<file path="src/rtl/vu_level_sched.sv">
// Per-frame VU-meter level scheduler: merges received level bytes and commits a
// decayed bar level plus a held peak marker once per vertical blank.
module vu_level_sched #(
   parameter int unsigned DATA_W      = 8,
   parameter int unsigned DECAY_STEP  = 4,
   parameter int unsigned HOLD_FRAMES = 30
) (
   input  logic              clk_board,
   input  logic              reset,
   input  logic              enable,
   input  logic [DATA_W-1:0] rx_data,
   input  logic              rx_valid,
   input  logic              frame_start,
   output logic [DATA_W-1:0] level,
   output logic [DATA_W-1:0] peak,
   output logic              level_upd,
   output logic              overrun
);

   localparam int unsigned        HOLD_W = $clog2(HOLD_FRAMES + 1);
   localparam logic [DATA_W-1:0]  STEP_C = DATA_W'(DECAY_STEP);
   localparam logic [HOLD_W-1:0]  HOLD_C = HOLD_W'(HOLD_FRAMES);

   typedef enum logic [1:0] {
      IDLE   = 2'd0,
      CALC   = 2'd1,
      COMMIT = 2'd2
   } state_t;

   state_t              state_q, state_d;
   logic [DATA_W-1:0]   pending_q;
   logic                pending_valid_q;
   logic                overrun_q;
   logic [DATA_W-1:0]   level_q, peak_q;
   logic [DATA_W-1:0]   new_level_q, new_peak_q;
   logic                level_upd_q;
   logic [HOLD_W-1:0]   hold_cnt_q, hold_cnt_d;
   logic [DATA_W-1:0]   dec_s, peak_dec_s, new_level_s, new_peak_s;
   logic                rx_fire_s;

   function automatic logic [DATA_W-1:0] sat_sub(input logic [DATA_W-1:0] a);
      sat_sub = (a > STEP_C) ? (a - STEP_C) : {DATA_W{1'b0}};
   endfunction

   function automatic logic [DATA_W-1:0] max_of(input logic [DATA_W-1:0] a,
                                                input logic [DATA_W-1:0] b);
      max_of = (a > b) ? a : b;
   endfunction

   assign rx_fire_s = rx_valid & enable;

   always_comb begin
      state_d = state_q;
      case (state_q)
         IDLE:    if (frame_start && enable) state_d = CALC; else state_d = IDLE;
         CALC:    state_d = COMMIT;
         COMMIT:  state_d = IDLE;
         default: state_d = IDLE;
      endcase
   end

   always_comb begin
      dec_s       = sat_sub(level_q);
      peak_dec_s  = sat_sub(peak_q);
      new_level_s = pending_valid_q ? max_of(pending_q, dec_s) : dec_s;
      new_peak_s  = peak_q;
      hold_cnt_d  = hold_cnt_q;
      if (new_level_s >= peak_q) begin
         new_peak_s = new_level_s;
         hold_cnt_d = HOLD_C;
      end else if (hold_cnt_q != {HOLD_W{1'b0}}) begin
         new_peak_s = peak_q;
         hold_cnt_d = hold_cnt_q - HOLD_W'(1);
      end else begin
         new_peak_s = max_of(new_level_s, peak_dec_s);
         hold_cnt_d = hold_cnt_q;
      end
   end

   // Sample collection; the CALC cycle consumes pending and starts a fresh one.
   always_ff @(posedge clk_board or posedge reset) begin
      if (reset) begin
         pending_q       <= {DATA_W{1'b0}};
         pending_valid_q <= 1'b0;
         overrun_q       <= 1'b0;
      end else if (state_q == CALC) begin
         pending_valid_q <= rx_fire_s;
         if (rx_fire_s) pending_q <= rx_data;
      end else if (rx_fire_s) begin
         if (pending_valid_q) begin
            pending_q <= max_of(pending_q, rx_data);
            overrun_q <= 1'b1;
         end else begin
            pending_q       <= rx_data;
            pending_valid_q <= 1'b1;
         end
      end
   end

   always_ff @(posedge clk_board or posedge reset) begin
      if (reset) begin
         state_q     <= IDLE;
         new_level_q <= {DATA_W{1'b0}};
         new_peak_q  <= {DATA_W{1'b0}};
         hold_cnt_q  <= {HOLD_W{1'b0}};
         level_q     <= {DATA_W{1'b0}};
         peak_q      <= {DATA_W{1'b0}};
         level_upd_q <= 1'b0;
      end else begin
         state_q     <= state_d;
         level_upd_q <= (state_q == COMMIT);
         if (state_q == CALC) begin
            new_level_q <= new_level_s;
            new_peak_q  <= new_peak_s;
            hold_cnt_q  <= hold_cnt_d;
         end
         if (state_q == COMMIT) begin
            level_q <= new_level_q;
            peak_q  <= new_peak_q;
         end
      end
   end

   assign level     = level_q;
   assign peak      = peak_q;
   assign level_upd = level_upd_q;
   assign overrun   = overrun_q;

endmodule

</file>
<file path="config.mk">
export PLATFORM = sky130hd
export DESIGN_NAME = vu_level_sched
export DESIGN_NICKNAME = d
export VERILOG_FILES = /design/src/rtl/vu_level_sched.sv
export SDC_FILE = /design/constraint.sdc
export NUM_CORES = 1
export LEC_CHECK = 0
export ABC_AREA = 1
export CORE_MARGIN = 2
export CORE_UTILIZATION = 53
export CTS_CLUSTER_SIZE = 10
export DETAILED_ROUTE_END_ITERATION = 8
export MAX_ROUTING_LAYER = met4
export PLACE_DENSITY = 0.82
export SYNTH_ARGS = -nofsm -noshare
export SYNTH_HDL_FRONTEND = slang
export SYNTH_SLANG_ARGS = --single-unit
</file>
<file path="constraint.sdc">
create_clock -name clk_board -period 4.2 [get_ports clk_board]
set_clock_uncertainty 0.2 [all_clocks]
set_input_delay 0.84 -clock clk_board [delete_from_list [all_inputs] [get_ports clk_board]]
set_output_delay 0.84 -clock clk_board [all_outputs]
set_load 0.1 [all_outputs]
</file>
==> impl_summary.txt <==
----------------------------------------------------
[Run status]
  Run status ... complete, no violations

[Final layout]
  Most frequent standard cell in the layout excluding fill and tap cells ... sky130_fd_sc_hd__nand2_1
  Top library cells by usage in the layout, fill and taps aside ... sky130_fd_sc_hd__nand2_1, sky130_fd_sc_hd__dfrtp_1, sky130_fd_sc_hd__inv_1
  Area of the multi-input gates ... 0.00215 mm2
  Layout cells sized above 1 ... 22.7%
  Layout fillers ... 479
  Sequential Area ... 0.00126 mm2
  Core occupancy in the finished layout ... 67.8%
  Diode insertion count for antenna repair ... 0
  Nets@finish ... 549
  Area Overhead vs Synth ... 24.2%

[Timing]
  Period utilization ... 98.4%
  Tightest slew margin relative to the limit ... 31.1%
  Setup repair after global routing missed its margin ... yes
  Time the final worst path needs with I/O delays and setup ... slightly above 4 ns
  Number of slew-limit violations in the final report ... 0
  Transition time at the pin with the least slew margin ... between 1 and 1.5 ns
  Maximum achievable frequency ... 0.242 GHz
  Total setup violations reported at the end of the flow ... 0
  Setup ws final ... 0.0659 ns
  Total count of hold-check failures in the final report ... 0

[Critical path]
  Cell type group with the largest total delay on the critical path ... simple AND/OR/NAND/NOR gates
  CP dominant cell by count ... sky130_fd_sc_hd__nand2_1
  Critical Path Max Stage Delay ... approximately 0.44 ns
  Worst setup path category ... register to register
  Crit path buf inv count ... 5
  Worst EP required ... between 4 and 5 ns
  Type of destination of the critical path ... register
  Sort of element at the start of the critical path ... register
  Highest net fanout along the worst path ... 9
  Cell at the slowest stage of the critical path ... sky130_fd_sc_hd__dfrtp_2
  Data arrival, critical path ... 4.14 ns

[Synthesis]
  Compound-cell area share of the yosys netlist ... 12.3%
  Xor-xnor portion of the synthesized cell area ... 1.52%
  Cell taking the most area after synthesis ... sky130_fd_sc_hd__dfrtp_1
  Combinational family with the most area after synthesis ... simple AND/OR/NAND/NOR gates
  Synth warn ... 0
  Portion of netlist area occupied by mux cells ... 0%
  Cells after synthesis ... 452
  Area share of the leading cell type in the synthesized netlist ... a little over a third
  Adder and majority gate portion of the synthesized area ... 12.6%
  Largest cells by area after synthesis ... sky130_fd_sc_hd__dfrtp_1, sky130_fd_sc_hd__nand2_1, sky130_fd_sc_hd__ha_1
  Yosys reg bits ... 50
  Post-Syn Nets ... 500
  Post-Syn Area ... 0.00347 mm2
  Simple-gate portion of the synthesized area ... 30.1%
  Fraction of the yosys area taken by sequential cells ... 36.1%
  Syn_area_per_cell ... about 7.7 um2
  Netlist cell types ... 37

[Placement]
  Worst setup timing slack at the placement stage ... 0.00721 ns
  Buffers on Ports ... 30
  GPL Wtd Cong ... 0.897
  Final HPWL DP ... 5780 um

[Routing]
  Number of design rule violations left after detail routing ... 0
  Total number of vias ... approximately 3200
  Detail-routed net length per standard cell ... roughly 15 um
  Total wire length ... 8540 um
  Via density per instance ... about 5.6
  Length of the first detailed-routing pass in iterations ... 5
  Violation count after the first detailed-route iteration ... about 230
  Number of routed nets with antenna violations ... 0

[Floorplan]
  Initial cell density of the core ... 54.6%
  Number of standard-cell rows in the floorplan ... 29
  Die Area ... 0.00720 mm2
  Count of pins on the block boundary ... 31
  Die extent in y ... 84.9 um
  Floorplan die width ... 84.9 um
  Placeable core region ... roughly 0.0063 mm2

[CTS]
  CTS tree ... done
  Number of sinks handled by clock tree synthesis ... 50
  Clk Tree Root Cell ... sky130_fd_sc_hd__clkbuf_8
  TritonCTS buffer count ... 5
  H-Tree Depth ... 2
  Clock network latency to the later pin of the worst-skew pair ... 0.31 ns
  Clk buf depth ... 2
  Clock transition at path regs ... 0.09 ns
  CTS Hold Bufs ... 0

[GRT]
  Number of global-route vias before repair ... 3040
  Largest net degree at the start of global routing ... approximately 50
  Number of antenna violations at the first check in global routing ... 0
  Global-route wire length before repair ... 13400 um
  Overall track demand over capacity in global routing ... 23.6%
  Remaining global-route overflow ... 0

[Min path]
  Hold crit path type ... register to register

[Flow run]
  Total of max-cap violations ... 0

----------------------------------------------------
-- sequential cells by signal, summed over array words and instances (netlist names) --
name,cells
hold_cnt_q,5
level,8
level_upd,1
new_level_q,8
new_peak_q,8
overrun,1
peak,8
pending_q,8
pending_valid_q,1
state_q,2
-- final timing paths --
check,startpoint,endpoint,depth (start not counted),slack [ns]
min reg2reg,state_q[1],state_q[0],1,0.24
max in group asynchronous,reset,level[2],2,2.22
max reg2reg,level[2],new_peak_q[6],27,0.07
min in group asynchronous,reset,level[7],2,0.89
max,level[2],new_peak_q[6],27,0.07
min,state_q[1],state_q[0],1,0.24
-- layer usage --
layer	vias to the layer above	GRT usage [%]	part of all wire [%]
li1	1567	-	-
met4	0	8.95	3.5
met5	-	-	0
met3	33	3.70	4.5
met1	1528	29.1	42
met2	113	39.3	50
-- logic make-up after synthesis --
kind of cell / count (synthesis)
compound gates: 77
xor+xnor: 6
fa+ha+maj: 35
buf+inv: 67
flops: 50
simple gates: 217
-- cell type report --
cell class                 instances  area share [%]
timing repair buffer              50            10.8
clock buffer                       5            1.60
multi-input combinational        336            49.9
sequential                        50            29.3
tap                               77            2.24
clock inverter                     3           0.930
inverter                          58            5.23
-- synthesized netlist by cell type, drive strengths merged --
cell    instances
nand2         143
inv            57
dfrtp          50
o21ai          40
ha             35
nand3          33
a21oi          29
nor2           28
clkbuf          8
nor3            5
xor2            5
nand4           3
or2             3
a211oi          2
nand3b          2
o211ai          2
o21bai          2
a21o            1
a31o            1
buf             1
clkinv          1
xnor2           1
-- worst register-to-register path, stage by stage, from the launching register on --
cell                       delay, ns
sky130_fd_sc_hd__dfrtp_2        0.44
sky130_fd_sc_hd__inv_2          0.11
sky130_fd_sc_hd__ha_4           0.15
sky130_fd_sc_hd__inv_2          0.05
sky130_fd_sc_hd__nor3_2         0.16
sky130_fd_sc_hd__xnor2_1        0.10
sky130_fd_sc_hd__nor2_1         0.12
sky130_fd_sc_hd__inv_1          0.11
sky130_fd_sc_hd__ha_1           0.31
sky130_fd_sc_hd__nand2_2        0.09
sky130_fd_sc_hd__nor2_4         0.15
sky130_fd_sc_hd__nand2_2        0.08
sky130_fd_sc_hd__nand2_4        0.15
sky130_fd_sc_hd__nand2_8        0.10
sky130_fd_sc_hd__buf_4          0.15
sky130_fd_sc_hd__o21ai_2        0.14
sky130_fd_sc_hd__inv_2          0.06
sky130_fd_sc_hd__ha_1           0.29
sky130_fd_sc_hd__nand2_1        0.09
sky130_fd_sc_hd__nor2_2         0.15
sky130_fd_sc_hd__nand3_1        0.09
sky130_fd_sc_hd__nand3b_4       0.22
sky130_fd_sc_hd__nand2_4        0.14
sky130_fd_sc_hd__nand2_1        0.08
sky130_fd_sc_hd__nand3_1        0.09
sky130_fd_sc_hd__nand2_1        0.06
sky130_fd_sc_hd__nand2_1        0.06
sky130_fd_sc_hd__nand2_1        0.05
-- metrics by stage --
step	area [um2]	hold slack (ns)	setup TNS, ns	cells
after floorplan	3580	0.205	-0.108	452
after global placement	3980	0.218	0	558
after detailed placement	3980	0.230	0	558
after CTS	4110	0.241	0	566
after global routing	4300	0.252	-1.01	579
final	4300	0.238	0	579
-- repair_timing --
action                                  CTS  global route
resized for setup                         3            22
gates cloned                              0             1
setup buffers                             0            12
pin swaps                                 0             9
endpoints found under the setup margin    2            13
Power is not shown: default switching activity piles up to over one toggle a cycle in this logic, so the estimate is an artifact.
